File: src/rtl/bus_pkg.sv
// Shared definitions for the serial bus (transmitter and receiver nodes).
// Contents: field widths, FSM state enum, CRC-4 polynomial (x^4+x+1) and
// the serial CRC-4 step function crc4_next(crc, din).
package bus_pkg;

  localparam int ADDR_W    = 4;
  localparam int MOD_W     = 2;
  localparam int DATA_W    = 64;
  localparam int CRC_W     = 4;
  localparam int FRAME_LEN = 79;

  // Bits covered by the CRC: src, dst, mod, data.
  localparam int HDR_BITS  = 2 * ADDR_W + MOD_W + DATA_W;
  localparam int CNT_W     = 7;

  localparam logic [CRC_W-1:0] CRC_POLY = 4'b0011;

  typedef enum logic [2:0] {
    ST_IDLE,
    ST_SRC,
    ST_DST,
    ST_MOD,
    ST_DATA,
    ST_CRC
  } rx_state_e;

  // One serial CRC step, MSB-first, no reflection.
  function automatic logic [CRC_W-1:0] crc4_next(input logic [CRC_W-1:0] crc,
                                                 input logic din);
    logic fb;
    fb = crc[CRC_W-1] ^ din;
    return {crc[CRC_W-2:0], 1'b0} ^ (fb ? CRC_POLY : '0);
  endfunction

endpackage

File: src/rtl/bus_rx_node_if.sv
// Receiver node bus interface.
// Signals: bus_in (serial line), rx_valid, rx_data, rx_src, rx_mod,
// crc_err, busy, rx_count.
// Modports: master drives the line and observes the node outputs;
// slave is the receiver node itself.
interface bus_rx_node_if;
  import bus_pkg::*;

  logic                bus_in;
  logic                rx_valid;
  logic [DATA_W-1:0]   rx_data;
  logic [ADDR_W-1:0]   rx_src;
  logic [MOD_W-1:0]    rx_mod;
  logic                crc_err;
  logic                busy;
  logic [7:0]          rx_count;

  modport master (
    output bus_in,
    input  rx_valid, rx_data, rx_src, rx_mod, crc_err, busy, rx_count
  );

  modport slave (
    input  bus_in,
    output rx_valid, rx_data, rx_src, rx_mod, crc_err, busy, rx_count
  );

endinterface

File: src/rtl/bus_crc4_ser.sv
// Serial CRC-4 register (x^4+x+1, init 0).
// Ports: clk, rst (sync, active-high), clr (reload zero, wins over en),
// en (absorb din this cycle), din (serial bit), crc (current remainder).
module bus_crc4_ser
  import bus_pkg::*;
(
  input  logic             clk,
  input  logic             rst,
  input  logic             clr,
  input  logic             en,
  input  logic             din,
  output logic [CRC_W-1:0] crc
);

  logic [CRC_W-1:0] crc_q, crc_d;

  always_comb begin
    crc_d = crc_q;
    if (clr) begin
      crc_d = '0;
    end else if (en) begin
      crc_d = crc4_next(crc_q, din);
    end
  end

  always_ff @(posedge clk) begin
    if (rst) begin
      crc_q <= '0;
    end else begin
      crc_q <= crc_d;
    end
  end

  assign crc = crc_q;

endmodule

File: src/rtl/bus_rx_node.sv
// Serial bus receiver node: deframes 79-bit packets
// (start, src[3:0], dst[3:0], mod[1:0], data[63:0], crc[3:0], MSB first),
// filters on destination / broadcast mode and optionally checks CRC-4.
// Ports: clock, reset (sync, active-high), bus (bus_rx_node_if.slave:
// bus_in, rx_valid, rx_data, rx_src, rx_mod, crc_err, busy, rx_count).
// Parameters: MY_ADDR (node address), BCAST_MOD (broadcast mode value).
// Build option: define BUS_RX_CRC_CHECK_EN to enable CRC checking and
// crc_err; otherwise the crc field is shifted past and ignored.
module bus_rx_node
  import bus_pkg::*;
#(
  parameter logic [ADDR_W-1:0] MY_ADDR   = 4'd1,
  parameter logic [MOD_W-1:0]  BCAST_MOD = 2'b01
) (
  input  logic          clock,
  input  logic          reset,
  bus_rx_node_if.slave  bus
);

  rx_state_e             state_q, state_d;
  logic [CNT_W-1:0]      cnt_q, cnt_d;
  logic [HDR_BITS-1:0]   sr_q, sr_d;

  logic                  rx_valid_q, rx_valid_d;
  logic                  crc_err_q, crc_err_d;
  logic                  busy_q, busy_d;
  logic [DATA_W-1:0]     rx_data_q, rx_data_d;
  logic [ADDR_W-1:0]     rx_src_q, rx_src_d;
  logic [MOD_W-1:0]      rx_mod_q, rx_mod_d;
  logic [7:0]            rx_count_q, rx_count_d;

  logic [ADDR_W-1:0]     f_src, f_dst;
  logic [MOD_W-1:0]      f_mod;
  logic [DATA_W-1:0]     f_data;
  logic                  eval, match, crc_ok;

  // Header and data stay put in the shift register while the crc field
  // arrives, so the fields are stable on the evaluation edge.
  assign f_src  = sr_q[HDR_BITS-1 -: ADDR_W];
  assign f_dst  = sr_q[HDR_BITS-ADDR_W-1 -: ADDR_W];
  assign f_mod  = sr_q[DATA_W +: MOD_W];
  assign f_data = sr_q[DATA_W-1:0];

  assign eval  = (state_q == ST_CRC) && (cnt_q == '0);
  assign match = (f_dst == MY_ADDR) || (f_mod == BCAST_MOD);

`ifdef BUS_RX_CRC_CHECK_EN
  logic [CRC_W-1:0] crc_rx_q, crc_rx_d, crc_calc;
  logic             crc_clr, crc_en;

  assign crc_clr = (state_q == ST_IDLE);
  assign crc_en  = (state_q == ST_SRC) || (state_q == ST_DST) ||
                   (state_q == ST_MOD) || (state_q == ST_DATA);

  bus_crc4_ser u_crc (
    .clk (clock),
    .rst (reset),
    .clr (crc_clr),
    .en  (crc_en),
    .din (bus.bus_in),
    .crc (crc_calc)
  );

  always_comb begin
    crc_rx_d = crc_rx_q;
    if (state_q == ST_CRC) begin
      crc_rx_d = {crc_rx_q[CRC_W-2:0], bus.bus_in};
    end
  end

  // The last received crc bit is still on the line at evaluation time.
  assign crc_ok = (crc_calc == crc_rx_d);
`else
  assign crc_ok = 1'b1;
`endif

  always_comb begin
    state_d    = state_q;
    cnt_d      = cnt_q;
    sr_d       = sr_q;
    rx_valid_d = 1'b0;
    crc_err_d  = 1'b0;
    rx_data_d  = rx_data_q;
    rx_src_d   = rx_src_q;
    rx_mod_d   = rx_mod_q;
    rx_count_d = rx_count_q;

    case (state_q)
      ST_IDLE: begin
        if (bus.bus_in) begin
          state_d = ST_SRC;
          cnt_d   = CNT_W'(ADDR_W - 1);
        end
      end
      ST_SRC: begin
        sr_d = {sr_q[HDR_BITS-2:0], bus.bus_in};
        if (cnt_q == '0) begin
          state_d = ST_DST;
          cnt_d   = CNT_W'(ADDR_W - 1);
        end else begin
          cnt_d = cnt_q - CNT_W'(1);
        end
      end
      ST_DST: begin
        sr_d = {sr_q[HDR_BITS-2:0], bus.bus_in};
        if (cnt_q == '0) begin
          state_d = ST_MOD;
          cnt_d   = CNT_W'(MOD_W - 1);
        end else begin
          cnt_d = cnt_q - CNT_W'(1);
        end
      end
      ST_MOD: begin
        sr_d = {sr_q[HDR_BITS-2:0], bus.bus_in};
        if (cnt_q == '0) begin
          state_d = ST_DATA;
          cnt_d   = CNT_W'(DATA_W - 1);
        end else begin
          cnt_d = cnt_q - CNT_W'(1);
        end
      end
      ST_DATA: begin
        sr_d = {sr_q[HDR_BITS-2:0], bus.bus_in};
        if (cnt_q == '0) begin
          state_d = ST_CRC;
          cnt_d   = CNT_W'(CRC_W - 1);
        end else begin
          cnt_d = cnt_q - CNT_W'(1);
        end
      end
      ST_CRC: begin
        if (cnt_q == '0) begin
          state_d = ST_IDLE;
        end else begin
          cnt_d = cnt_q - CNT_W'(1);
        end
      end
      default: begin
        state_d = ST_IDLE;
      end
    endcase

    if (eval && match) begin
      if (crc_ok) begin
        rx_valid_d = 1'b1;
        rx_data_d  = f_data;
        rx_src_d   = f_src;
        rx_mod_d   = f_mod;
        rx_count_d = rx_count_q + 8'd1;
      end else begin
        crc_err_d = 1'b1;
      end
    end

    busy_d = (state_d != ST_IDLE);
  end

  always_ff @(posedge clock) begin
    if (reset) begin
      state_q    <= ST_IDLE;
      cnt_q      <= '0;
      sr_q       <= '0;
      rx_valid_q <= 1'b0;
      crc_err_q  <= 1'b0;
      busy_q     <= 1'b0;
      rx_data_q  <= '0;
      rx_src_q   <= '0;
      rx_mod_q   <= '0;
      rx_count_q <= '0;
`ifdef BUS_RX_CRC_CHECK_EN
      crc_rx_q   <= '0;
`endif
    end else begin
      state_q    <= state_d;
      cnt_q      <= cnt_d;
      sr_q       <= sr_d;
      rx_valid_q <= rx_valid_d;
      crc_err_q  <= crc_err_d;
      busy_q     <= busy_d;
      rx_data_q  <= rx_data_d;
      rx_src_q   <= rx_src_d;
      rx_mod_q   <= rx_mod_d;
      rx_count_q <= rx_count_d;
`ifdef BUS_RX_CRC_CHECK_EN
      crc_rx_q   <= crc_rx_d;
`endif
    end
  end

  assign bus.rx_valid = rx_valid_q;
  assign bus.crc_err  = crc_err_q;
  assign bus.busy     = busy_q;
  assign bus.rx_data  = rx_data_q;
  assign bus.rx_src   = rx_src_q;
  assign bus.rx_mod   = rx_mod_q;
  assign bus.rx_count = rx_count_q;

endmodule

File: src/flat_wrapper.sv
// flat-port wrapper written by rule: the top's interface ports become plain ports
module bus_rx_node_flat import bus_pkg::*;
#(
  parameter logic [ADDR_W-1:0] MY_ADDR   = 4'd1,
  parameter logic [MOD_W-1:0]  BCAST_MOD = 2'b01
)
  (clock, reset, bus_bus_in, bus_rx_valid, bus_rx_data, bus_rx_src, bus_rx_mod, bus_crc_err, bus_busy, bus_rx_count);
  bus_rx_node_if bus_i ();
  input  logic clock;
  input  logic reset;
  input wire logic [$bits(bus_i.bus_in)-1:0] bus_bus_in;
  output wire logic [$bits(bus_i.rx_valid)-1:0] bus_rx_valid;
  output wire logic [$bits(bus_i.rx_data)-1:0] bus_rx_data;
  output wire logic [$bits(bus_i.rx_src)-1:0] bus_rx_src;
  output wire logic [$bits(bus_i.rx_mod)-1:0] bus_rx_mod;
  output wire logic [$bits(bus_i.crc_err)-1:0] bus_crc_err;
  output wire logic [$bits(bus_i.busy)-1:0] bus_busy;
  output wire logic [$bits(bus_i.rx_count)-1:0] bus_rx_count;
  assign bus_i.bus_in = bus_bus_in;
  assign bus_rx_valid = bus_i.rx_valid;
  assign bus_rx_data = bus_i.rx_data;
  assign bus_rx_src = bus_i.rx_src;
  assign bus_rx_mod = bus_i.rx_mod;
  assign bus_crc_err = bus_i.crc_err;
  assign bus_busy = bus_i.busy;
  assign bus_rx_count = bus_i.rx_count;
  bus_rx_node #(.MY_ADDR(MY_ADDR), .BCAST_MOD(BCAST_MOD)) u_core (.clock(clock), .reset(reset), .bus(bus_i));
endmodule
File: config.mk
export PLATFORM = sky130hd
export DESIGN_NAME = bus_rx_node_flat
export DESIGN_NICKNAME = d
export VERILOG_FILES = /design/src/rtl/bus_pkg.sv /design/src/rtl/bus_rx_node_if.sv /design/src/rtl/bus_crc4_ser.sv /design/src/rtl/bus_rx_node.sv /design/src/flat_wrapper.sv
export SDC_FILE = /design/constraint.sdc
export NUM_CORES = 1
export LEC_CHECK = 0
export CORE_UTILIZATION = 40
export CTS_CLUSTER_SIZE = 28
export DETAILED_ROUTE_END_ITERATION = 10
export HOLD_SLACK_MARGIN = 0.15
export PLACE_DENSITY = 0.66
export REMOVE_ABC_BUFFERS = 1
export SLEW_MARGIN = 30
export SYNTH_ARGS = -nofsm -noshare
export SYNTH_HDL_FRONTEND = slang
export SYNTH_SLANG_ARGS = --single-unit
File: constraint.sdc
create_clock -name clock -period 2.15 [get_ports clock]
set_input_delay 0.43 -clock clock [delete_from_list [all_inputs] [get_ports clock]]
set_output_delay 0.43 -clock clock [all_outputs]
set_load 0.1 [all_outputs]
Yosys cells after proc, flatten, opt, wreduce, memory -nomap -nowiden --
Index checks and enable logic that the tools add are counted.
Operators by class: add/subtract/negate cells 2, equal/unequal tests 9, multiplexer cells 14, reductions and logical operators 10
Operators by type and width (number):
- $mux W7 | 5
- $pmux W7 S5 | 1
- $mux W3 | 6
- $pmux W3 S6 | 1
- $add A8 B1 Y8 const B | 1
- $logic_not A7 Y1 | 1
- $sub A7 B1 Y7 const B | 1
- $eq A3 B2 Y1 const B | 2
- $eq A3 B3 Y1 const B | 2
- $reduce_bool A5 Y1 | 1
- $eq A4 B1 Y1 const B | 1
- $ne A2 B2 Y1 const B | 2
- $reduce_or A4 Y1 | 1
- $eq A3 B1 Y1 const B | 1
- $logic_not A3 Y1 | 1
- $reduce_and A3 Y1 | 1
- $reduce_bool A3 Y1 | 1
- $eq A2 B1 Y1 const B | 1
- $logic_and A1 B1 Y1 | 2
- $reduce_or A2 Y1 | 1
- $logic_or A1 B1 Y1 | 1
- $mux W1 | 1
Word-level totals: register bits 164, output and inout port bits 81, word-level logic and storage cells 44

Longest topological paths before layout --
Gate-level depths: netlist (run 1).
depth in word-level cells 4, gate-level depth with buffers 9, depth with buffers taken out 6

Least setup slack after synthesis (run 1) --
OpenSTA, ideal clock, no wires.
path type reg2reg, from reg u_core.rx_count_q[2], in the netlist u_core.bus.rx_count[2], to reg u_core.rx_count_q[7], in the netlist u_core.bus.rx_count[7], setup time 0.070 ns, arrival 1.975 ns, required time 2.080 ns, slack 0.104 ns, stages on the path, launching flop included 5, buffers on the path 0, clock period less this slack 2.046 ns, cell sequence dfxtp_1 and2_1 nand3_1 or4_1 a21oi_1
Between the ends: word-level cells in the longest chain between the ends 1
RTL lines:
- from (decl) | RTL line bus_rx_node.sv:30 | logic [7:0] rx_count_q, rx_count_d;
- from (signal assigned) | RTL line bus_rx_node.sv:183 | rx_count_q <= rx_count_d;
- $add A8 B1 Y8 | RTL line bus_rx_node.sv:149 | rx_count_d = rx_count_q + 8'd1;
Every way passes these cells. A chain may end at the register's enable or synchronous reset.

Worst setup path after layout (run 1) --
from reg u_core.cnt_q[0], to reg u_core.cnt_q[6]
Between the ends: word-level cells in the longest chain between the ends 3
RTL lines:
- from (decl) | RTL line bus_rx_node.sv:21 | logic [CNT_W-1:0] cnt_q, cnt_d;
- from (signal assigned) | RTL line bus_rx_node.sv:175 | cnt_q <= cnt_d;
- $sub A7 B1 Y7 / $logic_not A7 Y1 (equally long branches)
- $mux W7 (tied with other cells) | RTL line bus_rx_node.sv:132 | if (cnt_q == '0) begin
- $pmux W7 S5 / $reduce_and A3 Y1 (equally long branches)
Parallel ways exist; a longest one is shown, timed or not. The select of a mux whose other input is x is not followed.

==> flow_summary.json, run 1 <==
{
  "cp_max_fo": 6,
  "grt_util_met3": 0.04707,
  "fillers": 1432,
  "antenna_found_initial": 0,
  "grtUsageMet2": 0.2563,
  "max_freq_ghz": 0.5343,
  "antenna_left": 0,
  "drtPass1Iterations": 7,
  "post-cts-setup-buffers": 0,
  "clk_pin_slew_worst_paths_ns": 0.06,
  "syn2layout_area_growth_pct": 22.31,
  "crit_path_end_kind": "flip-flop",
  "placed_cell_area_sq_um": 6890,
  "htreeDepth": 4,
  "netlist_area_sq_um": 6068,
  "grt_pass1_wl_um": 21950,
  "cts_tree": "built",
  "die_area_sq_um": 15670,
  "clk_latency_ns": 0.42,
  "io_pins": 84,
  "fin_skew_ns": 0.008566,
  "post-dp-hpwl_um": 8252,
  "gr-usage-all-layers": 0.1702,
  "arrival_ns": 2.18,
  "synth.avg_cell_area_sq_um": 7.912,
  "drt-initial-drc-count": 369,
  "finalNetCount": 832,
  "rsz0062_at_grt": "false",
  "ys_ff_latch": 164,
  "final_util": 0.5068,
  "cts_hold_buf": 0,
  "placement_rows": 44,
  "syn_inst": 767,
  "n_antenna_cell": 0,
  "root_buffer": "clkbuf_16",
  "core_sq_um": 14640,
  "ys_async_sr_fraction": 0,
  "drc": 14,
  "hold_path_class": "input pin to flip-flop",
  "synth_area_leaders": "dfxtp_1, nand2_1, a21oi_1",
  "crit_slowest_cell": "dfxtp_1",
  "wl_per_cell_um": 12.84,
  "maxCapViolCount": 0,
  "cp_top_family": "compound AO/OA/AOI/OAI gates",
  "ys_types": 45,
  "critPathMaxStageDelay_ns": 0.38,
  "seq_area_frac_synth": 0.5410,
  "p_leak_uw": 0.002621,
  "synth-main-ff-cell": "dfxtp_1",
  "drv_slew": 0,
  "first_global_vias": 4607,
  "synth-edff-count": 0,
  "die_y_um": 125.2,
  "drive_above_1_share": 0.1577,
  "cp-start-kind": "flip-flop",
  "violations": "design-rule violations",
  "via_count": 5132,
  "clk_path_buf_depth": 2,
  "synthTopCellsByCount": "nand2_1, dfxtp_1, a21oi_1",
  "viasPerCell": 5.026,
  "ys_warn_count": 0,
  "met1_usage": 0.2308,
  "die_x_um": 125.2,
  "p_per_area_nw_per_um2": 1070,
  "port_buffers": 82,
  "critical_path_class": "flip-flop to flip-flop",
  "fin_crit_sh": 0.8705,
  "min_period_ns": 1.872,
  "path_cells": "inv_1, ha_1, nor2b_1, buf_4, a22oi_1, a31oi_1, a311oi_1",
  "wl_um": 13110,
  "initial_utilization": 0.4144,
  "place_congestion": 0.8524,
  "top_usage_layer": "met2",
  "grt_max_degree": 86,
  "cts_sinks": 164,
  "grt-ovfl-total": 0,
  "hold_viol": 0,
  "peakVddDrop_mv": 0.8272,
  "synth.top_cell.area_share": 0.5410,
  "status": "complete, but fails checks",
  "yosysMostFrequentCell": "nand2_1",
  "stdcell_count": 1021,
  "worstMarginPinSlew_ns": 0.5241,
  "crit_required_ns": 2.46,
  "finish.instance_area_sq_um": 7422,
  "setup_viol": 0,
  "cts_buffers": 17,
  "slew_headroom": 0.6506,
  "dp_cells": 991,
  "yosysTopAreaCell": "dfxtp_1",
  "path_buf_inv": 2,
  "cts.repair.resized": 0
}
-- path summary, 6_finish.rpt --
kind,startpoint,endpoint,slack [ns],cells past startpoint
max,u_core.cnt_q[0]$_SDFFE_PP0P_,u_core.cnt_q[6]$_SDFFE_PP0P_,0.28,7
min,reset,u_core.bus.rx_data[51]$_SDFFE_PP0P_,0.39,2
max reg2reg,u_core.cnt_q[0]$_SDFFE_PP0P_,u_core.cnt_q[6]$_SDFFE_PP0P_,0.28,7
min reg2reg,u_core.bus.rx_data[23]$_SDFFE_PP0P_,u_core.bus.rx_data[23]$_SDFFE_PP0P_,0.45,2
-- state kept, by name, indices dropped and copies added, names as in the netlist --
name and cells:
u_core.state_q 3, u_core.bus.rx_valid 1, u_core.bus.busy 1, u_core.bus.rx_mod 2
u_core.sr_q 74, u_core.cnt_q 7, u_core.bus.rx_count 8, u_core.bus.rx_src 4
u_core.bus.rx_data 64
-- routing by layer --
metal,share of wire,vias up
met4,0.017,0
met5,0,-
met3,0.042,16
met2,0.44,107
li1,-,2643
met1,0.50,2366
-- cell families after synthesis --
kind of cell / Yosys count / synth area share
AOI/OAI and AO/OA: 189 / 0.1685
xor gates and xnor gates: 5 / 0.007216
adders and majority gates: 3 / 0.006186
buffers and inverters: 62 / 0.04351
DFF: 164 / 0.5410
muxes: 1 / 0.001856
other: 1 / 0.0006180
and+or+nand+nor: 342 / 0.2311
-- through the flow --
stage               hold WS, ns  setup slack [ns]  power [uW]  setup TNS (ns)
finish                   0.3853            0.2785        7943               0
global route             0.3810           0.05450        8358               0
CTS                      0.3781            0.2889        8009               0
detailed placement       0.4474            0.2945        5241               0
global placement         0.4439            0.3090        5268               0
floorplan                0.4260            -1.608        4355         -159.41
-- power breakdown --
part           leakage, uW  total (uW)  internal [uW]  switching, uW
clock             0.000255        2760           1600           1160
sequential         0.00132        3270           3130            135
combinational      0.00104        1910            599           1310
-- placed cells by master (no fill, tap or decap), types with 4 or more instances in the layout --
| cell | n |
|---|---|
| or3_1 | 6 |
| nor2_1 | 8 |
| dfxtp_1 | 164 |
| clkinv_2 | 4 |
| nand3_1 | 6 |
| clkbuf_16 | 17 |
| buf_12 | 6 |
| o21ai_0 | 9 |
| nand2b_1 | 4 |
| a21oi_1 | 159 |
| nand2_1 | 296 |
| inv_1 | 4 |
| buf_4 | 91 |
-- final cells by class --
cell class / count / area (sq um) / area share
sequential: 164 / 3283 / 0.4423
multi-input combinational: 541 / 2549 / 0.3434
timing repair buffer: 98 / 813.3 / 0.1096
clock buffer: 21 / 450.4 / 0.06069
tap: 184 / 230.2 / 0.03102
clock inverter: 9 / 81.33 / 0.01096
inverter: 4 / 15.01 / 0.002023
Power figures use the tool's default switching activity.
==> inputs of run 2 (changes only) <==
--- a/config.mk
+++ b/config.mk
@@ -11,7 +11,7 @@
 export HOLD_SLACK_MARGIN = 0.15
 export PLACE_DENSITY = 0.66
 export REMOVE_ABC_BUFFERS = 1
-export SLEW_MARGIN = 30
+export SLEW_MARGIN = 20
 export SYNTH_ARGS = -nofsm -noshare
 export SYNTH_HDL_FRONTEND = slang
 export SYNTH_SLANG_ARGS = --single-unit
==> results of run 2 <==
The final DEF is identical to that of run 1; final timing and power are the same.
==> inputs of run 3 (changes only) <==
--- a/config.mk
+++ b/config.mk
@@ -8,6 +8,7 @@
 export CORE_UTILIZATION = 40
 export CTS_CLUSTER_SIZE = 28
 export DETAILED_ROUTE_END_ITERATION = 10
+export GPL_TIMING_DRIVEN = 1
 export HOLD_SLACK_MARGIN = 0.15
 export PLACE_DENSITY = 0.66
 export REMOVE_ABC_BUFFERS = 1
==> results of run 3 <==
The final DEF is identical to that of run 1; final timing and power are the same.
